--- src/rtl/branch_unit.sv ---
// Branch unit: latches the ALU Z/V/N status, owns the program counter and
// executes conditional branches through a start/done handshake.
module branch_unit #(
   parameter int PC_W = 9
) (
   input  logic            clk,
   input  logic            reset,
   input  logic            load_status,
   input  logic            Z_in,
   input  logic            V_in,
   input  logic            N_in,
   input  logic            incr,
   input  logic            start,
   input  logic [2:0]      cond,
   input  logic [7:0]      imm8,
   output logic [PC_W-1:0] pc_out,
   output logic [2:0]      status_out,
   output logic            busy,
   output logic            taken,
   output logic            done
);

   localparam logic [1:0] ST_IDLE   = 2'd0;
   localparam logic [1:0] ST_EVAL   = 2'd1;
   localparam logic [1:0] ST_UPDATE = 2'd2;

   localparam logic [2:0] C_B   = 3'b000;
   localparam logic [2:0] C_BEQ = 3'b001;
   localparam logic [2:0] C_BNE = 3'b010;
   localparam logic [2:0] C_BLT = 3'b011;
   localparam logic [2:0] C_BLE = 3'b100;

   logic [1:0]      state;
   logic [PC_W-1:0] pc_q;
   logic [2:0]      status_q;
   logic [2:0]      snap_q;
   logic [2:0]      cond_q;
   logic [7:0]      imm_q;
   logic            taken_q;
   logic            done_q;
   logic            cond_met;
   logic            snap_z, snap_v, snap_n;
   logic [PC_W-1:0] offset;
   logic [PC_W-1:0] pc_next;

   assign {snap_z, snap_v, snap_n} = snap_q;

   always_comb begin
      // NOTE: default assignment first so every path drives cond_met and no latch is inferred.
      cond_met = 1'b0;
      case (cond_q)
         C_B:     cond_met = 1'b1;
         C_BEQ:   cond_met = snap_z;
         C_BNE:   cond_met = ~snap_z;
         C_BLT:   cond_met = snap_n ^ snap_v;
         C_BLE:   cond_met = (snap_n ^ snap_v) | snap_z;
         default: cond_met = 1'b0;
      endcase
   end

   // Sign-extend the offset; the sum wraps naturally at PC_W bits.
   assign offset  = taken_q ? PC_W'($signed(imm_q)) : '0;
   assign pc_next = pc_q + PC_W'(1) + offset;

   // NOTE: sequential state uses non-blocking assignments so every register samples pre-edge values.
   always_ff @(posedge clk) begin
      if (reset) begin
         state    <= ST_IDLE;
         pc_q     <= '0;
         status_q <= '0;
         snap_q   <= '0;
         cond_q   <= '0;
         imm_q    <= '0;
         taken_q  <= 1'b0;
         done_q   <= 1'b0;
      end else begin
         done_q <= 1'b0;
         if (load_status)
            status_q <= {Z_in, V_in, N_in};
         case (state)
            ST_IDLE: begin
               if (start) begin
                  cond_q <= cond;
                  imm_q  <= imm8;
                  snap_q <= status_q;
                  state  <= ST_EVAL;
               end else if (incr) begin
                  pc_q <= pc_q + PC_W'(1);
               end
            end
            ST_EVAL: begin
               taken_q <= cond_met;
               state   <= ST_UPDATE;
            end
            ST_UPDATE: begin
               pc_q   <= pc_next;
               done_q <= 1'b1;
               state  <= ST_IDLE;
            end
            default: state <= ST_IDLE;
         endcase
      end
   end

   assign pc_out     = pc_q;
   assign status_out = status_q;
   assign busy       = (state != ST_IDLE);
   assign taken      = taken_q;
   assign done       = done_q;

endmodule

--- config.mk ---
export PLATFORM = sky130hd
export DESIGN_NAME = branch_unit
export DESIGN_NICKNAME = d
export VERILOG_FILES = /design/src/rtl/branch_unit.sv
export SDC_FILE = /design/constraint.sdc
export NUM_CORES = 1
export LEC_CHECK = 0
export BUFFER_PORTS_ARGS = -buffer_cell sky130_fd_sc_hd__buf_2
export CELL_PAD_IN_SITES_DETAIL_PLACEMENT = 1
export CELL_PAD_IN_SITES_GLOBAL_PLACEMENT = 1
export CORE_MARGIN = 2
export CORE_UTILIZATION = 45
export CTS_BUF_LIST = sky130_fd_sc_hd__clkbuf_2
export DETAILED_ROUTE_END_ITERATION = 6
export PLACE_DENSITY_LB_ADDON = 0.1
export SYNTH_ARGS = -nofsm -noshare
export SYNTH_HDL_FRONTEND = slang
export SYNTH_SLANG_ARGS = --single-unit
--- constraint.sdc ---
create_clock -name clk -period 5.99 [get_ports clk]
set_input_delay 1.198 -clock clk [delete_from_list [all_inputs] [get_ports clk]]
set_output_delay 1.198 -clock clk [all_outputs]
set_load 0.05 [all_outputs]
**After elaboration in Yosys (flattened, before gate mapping)**

Index checks and enable logic that the tools add are counted.
Widths: inputs -> output; s select.

- Input bits: 19
- Register bits after elaboration: 30
- Word-level logic and storage cells: 36

- Reduce and logical (&&, ||, !) cells: 6
- Eq/ne operators: 9
- Bitwise logic cells: 3
- $add $sub $neg: 2
- Mux-type cells: 8

Operators with widths:

| operator | number |
|---|---|
| $mux 9 | 3 |
| $pmux 9 s2 | 1 |
| $add 9x1->9 const B | 1 |
| $add 9x9->9 | 1 |
| $eq 3x2->1 const B | 2 |
| $ne 2x2->1 const B | 3 |
| $pmux 1 s5 | 1 |
| $pmux 2 s2 | 1 |
| $reduce_bool 2->1 | 2 |
| $eq 3x1->1 const B | 1 |
| $eq 3x3->1 const B | 1 |
| $logic_not 3->1 | 1 |
| $reduce_and 3->1 | 1 |
| $eq 2x1->1 const B | 1 |
| $eq 2x2->1 const B | 1 |
| $logic_not 2->1 | 1 |
| $mux 2 | 1 |
| $reduce_and 2->1 | 1 |
| $mux 1 | 1 |
| $not 1->1 | 1 |
| $or 1x1->1 | 1 |
| $xor 1x1->1 | 1 |

**Depth between registers and ports, before layout**

Gate-level depths: netlist of the first run.

- Word-level depth: 4
- Mapped depth: 12
- Gate-level depth less buffers: 11

**Worst setup path after synthesis of the first run**

OpenSTA, ideal clock, no wires.

- Kind: flip-flop to flip-flop
- Start: register pc_q[0] (netlist: pc_out[0])
- End: register pc_q[8] (netlist: pc_out[8])
- Stages on the path, launching flop included: 12
- Setup slack: 2.923 ns
- Buffers on the path: 1
- Data required time: 5.867 ns
- Library setup time: 0.123 ns
- Arrival time: 2.944 ns
- Period minus slack after synthesis: 3.067 ns
- Cells stage by stage: dfxtp_1 > ha_1 > and3_1 > buf_2 > nand3_1 > xnor2_1 > ha_1 > a21o_4 > a311o_1 > and2_1 > a31oi_1 > mux2_1

- Cells in the longest elaborated chain, start to end: 4
- Elaborated cells between the ends (all ways): 5
- Classes of those cells: add/sub: 2; mux: 3

Ends and longest elaborated chain:

| item | line | text |
|---|---|---|
| start, declared | 34 | `logic [PC_W-1:0] pc_q;` |
| start signal, assigned | 88 | `pc_q <= pc_q + PC_W'(1);` |
| start signal, assigned | 96 | `pc_q <= pc_next;` |
| $add 9x1->9 (*) | 63, 88 |  |
| branches (longest 2 deep; another with $add 9x9->9) | - |  |
| $pmux 9 s2 (*) | 80 | `case (state)` |

Mark *: on every way between the ends. The select of a mux whose other input is x is not followed.
A chain may end at the register's enable or synchronous reset.

**Final worst setup path of the first run**

Ends and elaborated chain as after synthesis.

==> results of run 1 <==
==> cell type report <==
| cell class | count | share of cell area |
|---|---|---|
| timing repair buffer | 33 | 0.0828 |
| clock buffer | 5 | 0.0125 |
| multi-input combinational | 178 | 0.554 |
| sequential | 30 | 0.301 |
| tap | 48 | 0.0301 |
| clock inverter | 3 | 0.00815 |
| inverter | 6 | 0.0113 |
==> per-layer routing <==
layer | global-route usage | part of all wire
met5 | 0 | 0
met1 | 0.274 | 0.48
met2 | 0.373 | 0.47
met4 | 0.0765 | 0.015
met3 | 0.0524 | 0.035
==> power by group <==
part	switching, uW	total, uW	internal (uW)
registers	9.36	219	209
clock network	76.8	103	26.5
logic	48.4	72.7	24.4
==> tightest hold or removal path, stage by stage (launching register included) <==
cell,delay (ns)
dfxtp_1,0.34
nand2_1,0.05
a21oi_1,0.05
==> registers in the layout (all words and copies together) (netlist names) <==
name / cells
snap_q: 3
status_out: 3
pc_out: 9
taken: 1
state: 2
done: 1
cond_q: 3
imm_q: 8
==> cell usage in the layout (no fill, tap or decap), types with 6 or more instances in the layout <==
cell	n
nand2_1	39
buf_2	33
dfxtp_1	30
a21oi_1	25
nor2_1	23
ha_1	9
and2_1	8
o21ai_0	7
inv_1	6
nand3_1	6
xnor2_1	6
==> cell families after synthesis <==
group | share of synthesized area
flip-flops | 0.338
multiplexers | 0.0352
AND/OR/NAND/NOR | 0.248
AO/OA/AOI/OAI | 0.210
adder cells (fa/ha/maj) | 0.0746
buffers and inverters | 0.0401
XOR/XNOR | 0.0542
==> cells in the mapped netlist (all sizes together), types with 2 or more instances <==
library cell	count	area (sq um)
dfxtp	30	601
buf	2	16.3
mux2i	4	40.0
a31oi	3	18.8
nor2b	3	18.8
ha	9	113
clkbuf	6	32.5
a21oi	25	125
nand3	7	40.0
nor2	23	86.3
and2	10	63.8
o21ai	8	43.8
a211oi	2	20.0
a21o	3	31.3
and3	3	20.0
a221oi	2	17.5
nor3	3	15.0
a311oi	4	41.3
and2b	3	25.0
o211ai	3	22.5
inv	6	22.5
nand2	39	146
nand2b	2	12.5
xor2	5	43.8
mux2	2	22.5
xnor2	6	52.6
==> through the flow <==
stage               setup WS, ns  power (uW)  hold slack (ns)  instance area, sq um
finish                      3.04         395            0.467                  2000
global route                2.83         419            0.490                  2000
CTS                         3.07         401            0.472                  2000
detailed placement          3.08         296            0.451                  1950
global placement            3.21         295            0.443                  1950
floorplan                   2.92         275            0.432                  1780
==> worst paths after layout <==
path	startpoint	endpoint	slack (ns)
setup reg to reg	pc_out[0]	pc_out[8]	3.04
hold / removal	imm_q[1]	imm_q[1]	0.47
hold reg to reg	imm_q[1]	imm_q[1]	0.47
setup / recovery	pc_out[0]	pc_out[8]	3.04
==> flow_metrics.py, run 1 <==
metrics = {
    "place": {
        "post-dp-hpwl_um": 3300,
        "gp_congestion": 0.878,
        "placed_cells": 295,
        "numPortBuffers": 33,
    },
    "worst_setup_path": {
        "start_kind": "flop",
        "cp_slowest_cell": "dfxtp_1",
        "cp.arrival_ns": 3.25,
        "worst-path-max-fanout": 7,
        "path_cells": "and3_1 -> nand3_1 -> nor2_1 -> xor2_1 -> ha_1 -> a21o_4 -> a311o_1 -> and2_1 -> a31oi_1 -> mux2_1",
        "critPathCaptureType": "flop",
        "critical_path_depth": 10,
        "slowest_delay_ns": 0.48,
        "crit_type": "flop to flop",
        "worstPathRequired_ns": 6.29,
        "crit_buf_inv": 0,
        "reg2regPathDepth": 10,
        "cpLargestDelayFamily": "simple AND/OR/NAND/NOR gates",
    },
    "clocking": {
        "clock-sinks": 30,
        "cts_inserted_buffers": 5,
        "cts_root_buf": "clkbuf_2",
        "cts_setup_buffers": 0,
        "cts_tree": "built",
        "cts_resized": 0,
        "cts.path.max_buffers": 2,
        "htree_num_levels": 2,
        "clkSlewWorstSetupHoldPaths_ns": 0.17,
        "insertion_delay_ns": 0.38,
        "hold_buffers": 0,
    },
    "detailed_routing": {
        "vias": 1644,
        "wl_per_cell_um": 14.2,
        "ant_nets": 0,
        "vias_per_cell": 5.43,
        "firstDrtPassIters": 4,
        "route.detailed.drc": 0,
        "drtIter0Drc": 92,
        "drt-total-wl_um": 4310,
    },
    "timing": {
        "skew_ns": 0.0108,
        "setup_viol": 0,
        "relSlewSlack": 0.535,
        "fin_crit_ns": 2.95,
        "finalSetupTns_ns": 0,
        "period_share": 0.492,
        "rsz0062_at_grt": "no",
        "maxSlewViolCount": 0,
        "worst_pin_slew_ns": 0.698,
        "fmax_mhz": 339,
        "finalHoldViolCount": 0,
    },
    "finish": {
        "seq_area_sq_um": 601,
        "insertedDiodeCount": 0,
        "multi_input_area_sq_um": 1110,
        "drive_gt1_frac": 0.208,
        "instances_no_fill": 303,
        "final_util": 0.537,
        "layout.nets": 283,
        "area_delta_synth_final_pct": 12.2,
        "fill_cells": 498,
    },
    "global_route": {
        "antenna_found_initial": 0,
        "grt_pass1_wl_um": 7370,
        "grt-ovfl-total": 0,
        "grt_pass1_vias": 1596,
        "grt_usage": 0.221,
        "grt_max_degree": 32,
    },
    "floorplan": {
        "die_w_um": 66.9,
        "die_height_um": 66.9,
        "die-area_sq_um": 4470,
        "io_pins": 34,
        "start_util": 0.478,
        "rows": 22,
        "core_sq_um": 3720,
    },
    "power_and_ir_drop": {
        "power_density_nw_per_um2": 198,
        "peakVddDrop_mv": 0.121,
        "p_leak_uw": 0.000912,
    },
    "logic_synthesis": {
        "synth_seq_cells": 30,
        "async_flop_share": 0,
        "synth_nets": 251,
        "avgSynthCellArea_sq_um": 8.01,
        "synth_flop_cell": "dfxtp_1",
        "synth_edf_count": 0,
        "ys_warn_count": 0,
        "netlist_area_sq_um": 1780,
        "yosysSeqAreaShare": 0.338,
        "synth_cell_type_count": 48,
        "syn_inst": 222,
    },
    "run_status": {
        "outcome": "completed",
    },
    "job": {
        "maxCapViolCount": 0,
    },
    "min_path": {
        "whs_path_depth": 2,
        "min_path_type": "flop to flop",
    },
}
(Power assumes the default switching activity.)
==> run 2: changes to the inputs <==
- CORE_UTILIZATION: 45 -> 42
- clock period: 5.99 -> 2.86 ns (I/O delays scaled with it)
==> run 2 against run 1 <==
Compared with the run above: highest routed layer unchanged; cell count up 0.66%; sequential power grew 110%; clock power is 86% higher; hold slack got worse by 0.041 ns.
==> flow_metrics.py, run 2 (same netlist as run 1, synthesis figures left out) <==
metrics = {
    "timing": {
        "fin_crit_ns": 2.69,
        "maxSlewViolCount": 0,
        "skew_ns": 0.0192,
        "setup_viol": 0,
        "worst_pin_slew_ns": 0.751,
        "fmax_mhz": 372,
        "finalSetupTns_ns": 0,
        "period_share": 0.940,
        "finalHoldViolCount": 0,
        "relSlewSlack": 0.499,
        "rsz0062_at_grt": "no",
    },
    "finish": {
        "final_util": 0.503,
        "drive_gt1_frac": 0.243,
        "layout.nets": 285,
        "final_cell_mix": "nand2_1, buf_2, a21oi_1, dfxtp_1, nor2_1",
        "largest_reg_flops": 9,
        "insertedDiodeCount": 0,
        "final_common_cell": "nand2_1",
        "area_delta_synth_final_pct": 13.9,
        "stdcell_area_sq_um": 2030,
    },
    "floorplan": {
        "core_sq_um": 4030,
        "rows": 23,
        "die-area_sq_um": 4770,
        "die_height_um": 69.1,
        "io_pins": 34,
        "start_util": 0.441,
        "die_w_um": 69.1,
    },
    "worst_setup_path": {
        "worst-path-max-fanout": 7,
        "r2r-end": "pc_out[8]",
        "regToRegSetupSlack_ns": 0.17,
        "path_cells": "ha_2 -> and3_2 -> nand3_1 -> xnor2_1 -> ha_1 -> a21o_4 -> a311o_1 -> and2_1 -> a31oi_1 -> mux2_1",
        "cp.arrival_ns": 2.96,
        "start_kind": "flop",
        "cpLargestDelayFamily": "compound AO/OA/AOI/OAI gates",
        "crit_buf_inv": 0,
        "critical_path_depth": 10,
        "slowest_delay_ns": 0.42,
        "critPathCaptureType": "flop",
        "reg2regPathDepth": 10,
        "cp_slowest_cell": "dfxtp_4",
        "crit_type": "flop to flop",
        "reg2reg_from": "pc_out[0]",
        "cp-endpoint": "pc_out[8]",
        "worstPathRequired_ns": 3.13,
        "startpoint": "pc_out[0]",
    },
    "power_and_ir_drop": {
        "p_leak_uw": 0.000918,
        "peakVddDrop_mv": 0.224,
        "power_density_nw_per_um2": 399,
    },
    "global_route": {
        "grt_usage": 0.192,
        "grt-ovfl-total": 0,
        "grt_pass1_vias": 1646,
        "antenna_found_initial": 0,
        "grt_pass1_wl_um": 7440,
        "grt_max_degree": 32,
    },
    "clocking": {
        "cts_inserted_buffers": 5,
        "cts_tree": "built",
        "insertion_delay_ns": 0.37,
        "htree_num_levels": 2,
        "cts_root_buf": "clkbuf_2",
        "cts.path.max_buffers": 2,
        "clkSlewWorstSetupHoldPaths_ns": 0.16,
        "hold_buffers": 0,
        "clock-sinks": 30,
    },
    "place": {
        "gp_congestion": 0.860,
        "post-dp-hpwl_um": 3240,
        "dpl_cell_area_sq_um": 1970,
        "numPortBuffers": 33,
    },
    "job": {
        "maxCapViolCount": 0,
    },
    "detailed_routing": {
        "firstDrtPassIters": 6,
        "wl_per_cell_um": 14.5,
        "ant_nets": 0,
        "vias": 1632,
        "vias_per_cell": 5.35,
        "drt-total-wl_um": 4420,
        "drtIter0Drc": 45,
        "route.detailed.drc": 0,
    },
    "min_path": {
        "min_path_type": "input port to flop",
    },
    "run_status": {
        "outcome": "completed",
    },
}
==> run 2: tightest hold or removal path: stages <==
cell and delay (ns):
buf_2 0.09, nand2_1 0.05, a21oi_1 0.05
==> run 2: through the flow <==
step	std cells	setup slack, ns	hold WS (ns)	power [uW]
floorplan	222	0.0209	0.432	578
CTS	304	0.0415	0.385	821
global placement	298	0.150	0.440	620
finish	305	0.172	0.426	807
global route	305	0.000829	0.397	861
detailed placement	298	0.0607	0.442	625
==> run 2: layout make-up <==
class,instances,area (sq um)
clock buffer,5,25.0
clock inverter,1,3.75
fill,526,2000
inverter,6,22.5
multi-input combinational,178,1120
sequential,30,609
tap,50,62.6
timing repair buffer,35,180
==> run 2: report_power, final <==
part / internal [uW] / total, uW / switching (uW) / leakage (uW)
Clock: 48.5 / 192 / 143 / 0.0000223
Combinational: 53.7 / 158 / 105 / 0.000648
Sequential: 439 / 457 / 18.3 / 0.000248
Total: 541 / 807 / 266 / 0.000918
==> run 2: routing by layer <==
layer	wire (um)	vias up	GRT usage	part of all wire
met5	0	-	0	0
met4	68	0	0.0697	0.015
met3	139	8	0.0468	0.031
met2	2130	31	0.324	0.48
met1	2080	754	0.236	0.47
li1	-	839	-	-
==> run 2: how the worst min path moves through the flow <==
stage	startpoint	to	slack (ns)	cells after the start
floorplan	imm_q[7]	imm_q[7]	0.43	2
global route	imm8[3]	imm_q[3]	0.40	3
detailed placement	imm_q[6]	imm_q[6]	0.44	2
finish	imm8[6]	imm_q[6]	0.43	3
global placement	imm_q[6]	imm_q[6]	0.44	2
CTS	imm8[6]	imm_q[6]	0.39	3
==> run 2: timing repair <==
| item | CTS | global route |
|---|---|---|
| endpoints found under the setup margin | 0 | 1 |
| gates resized for setup | 0 | 6 |
| buffers inserted | 0 | 1 |
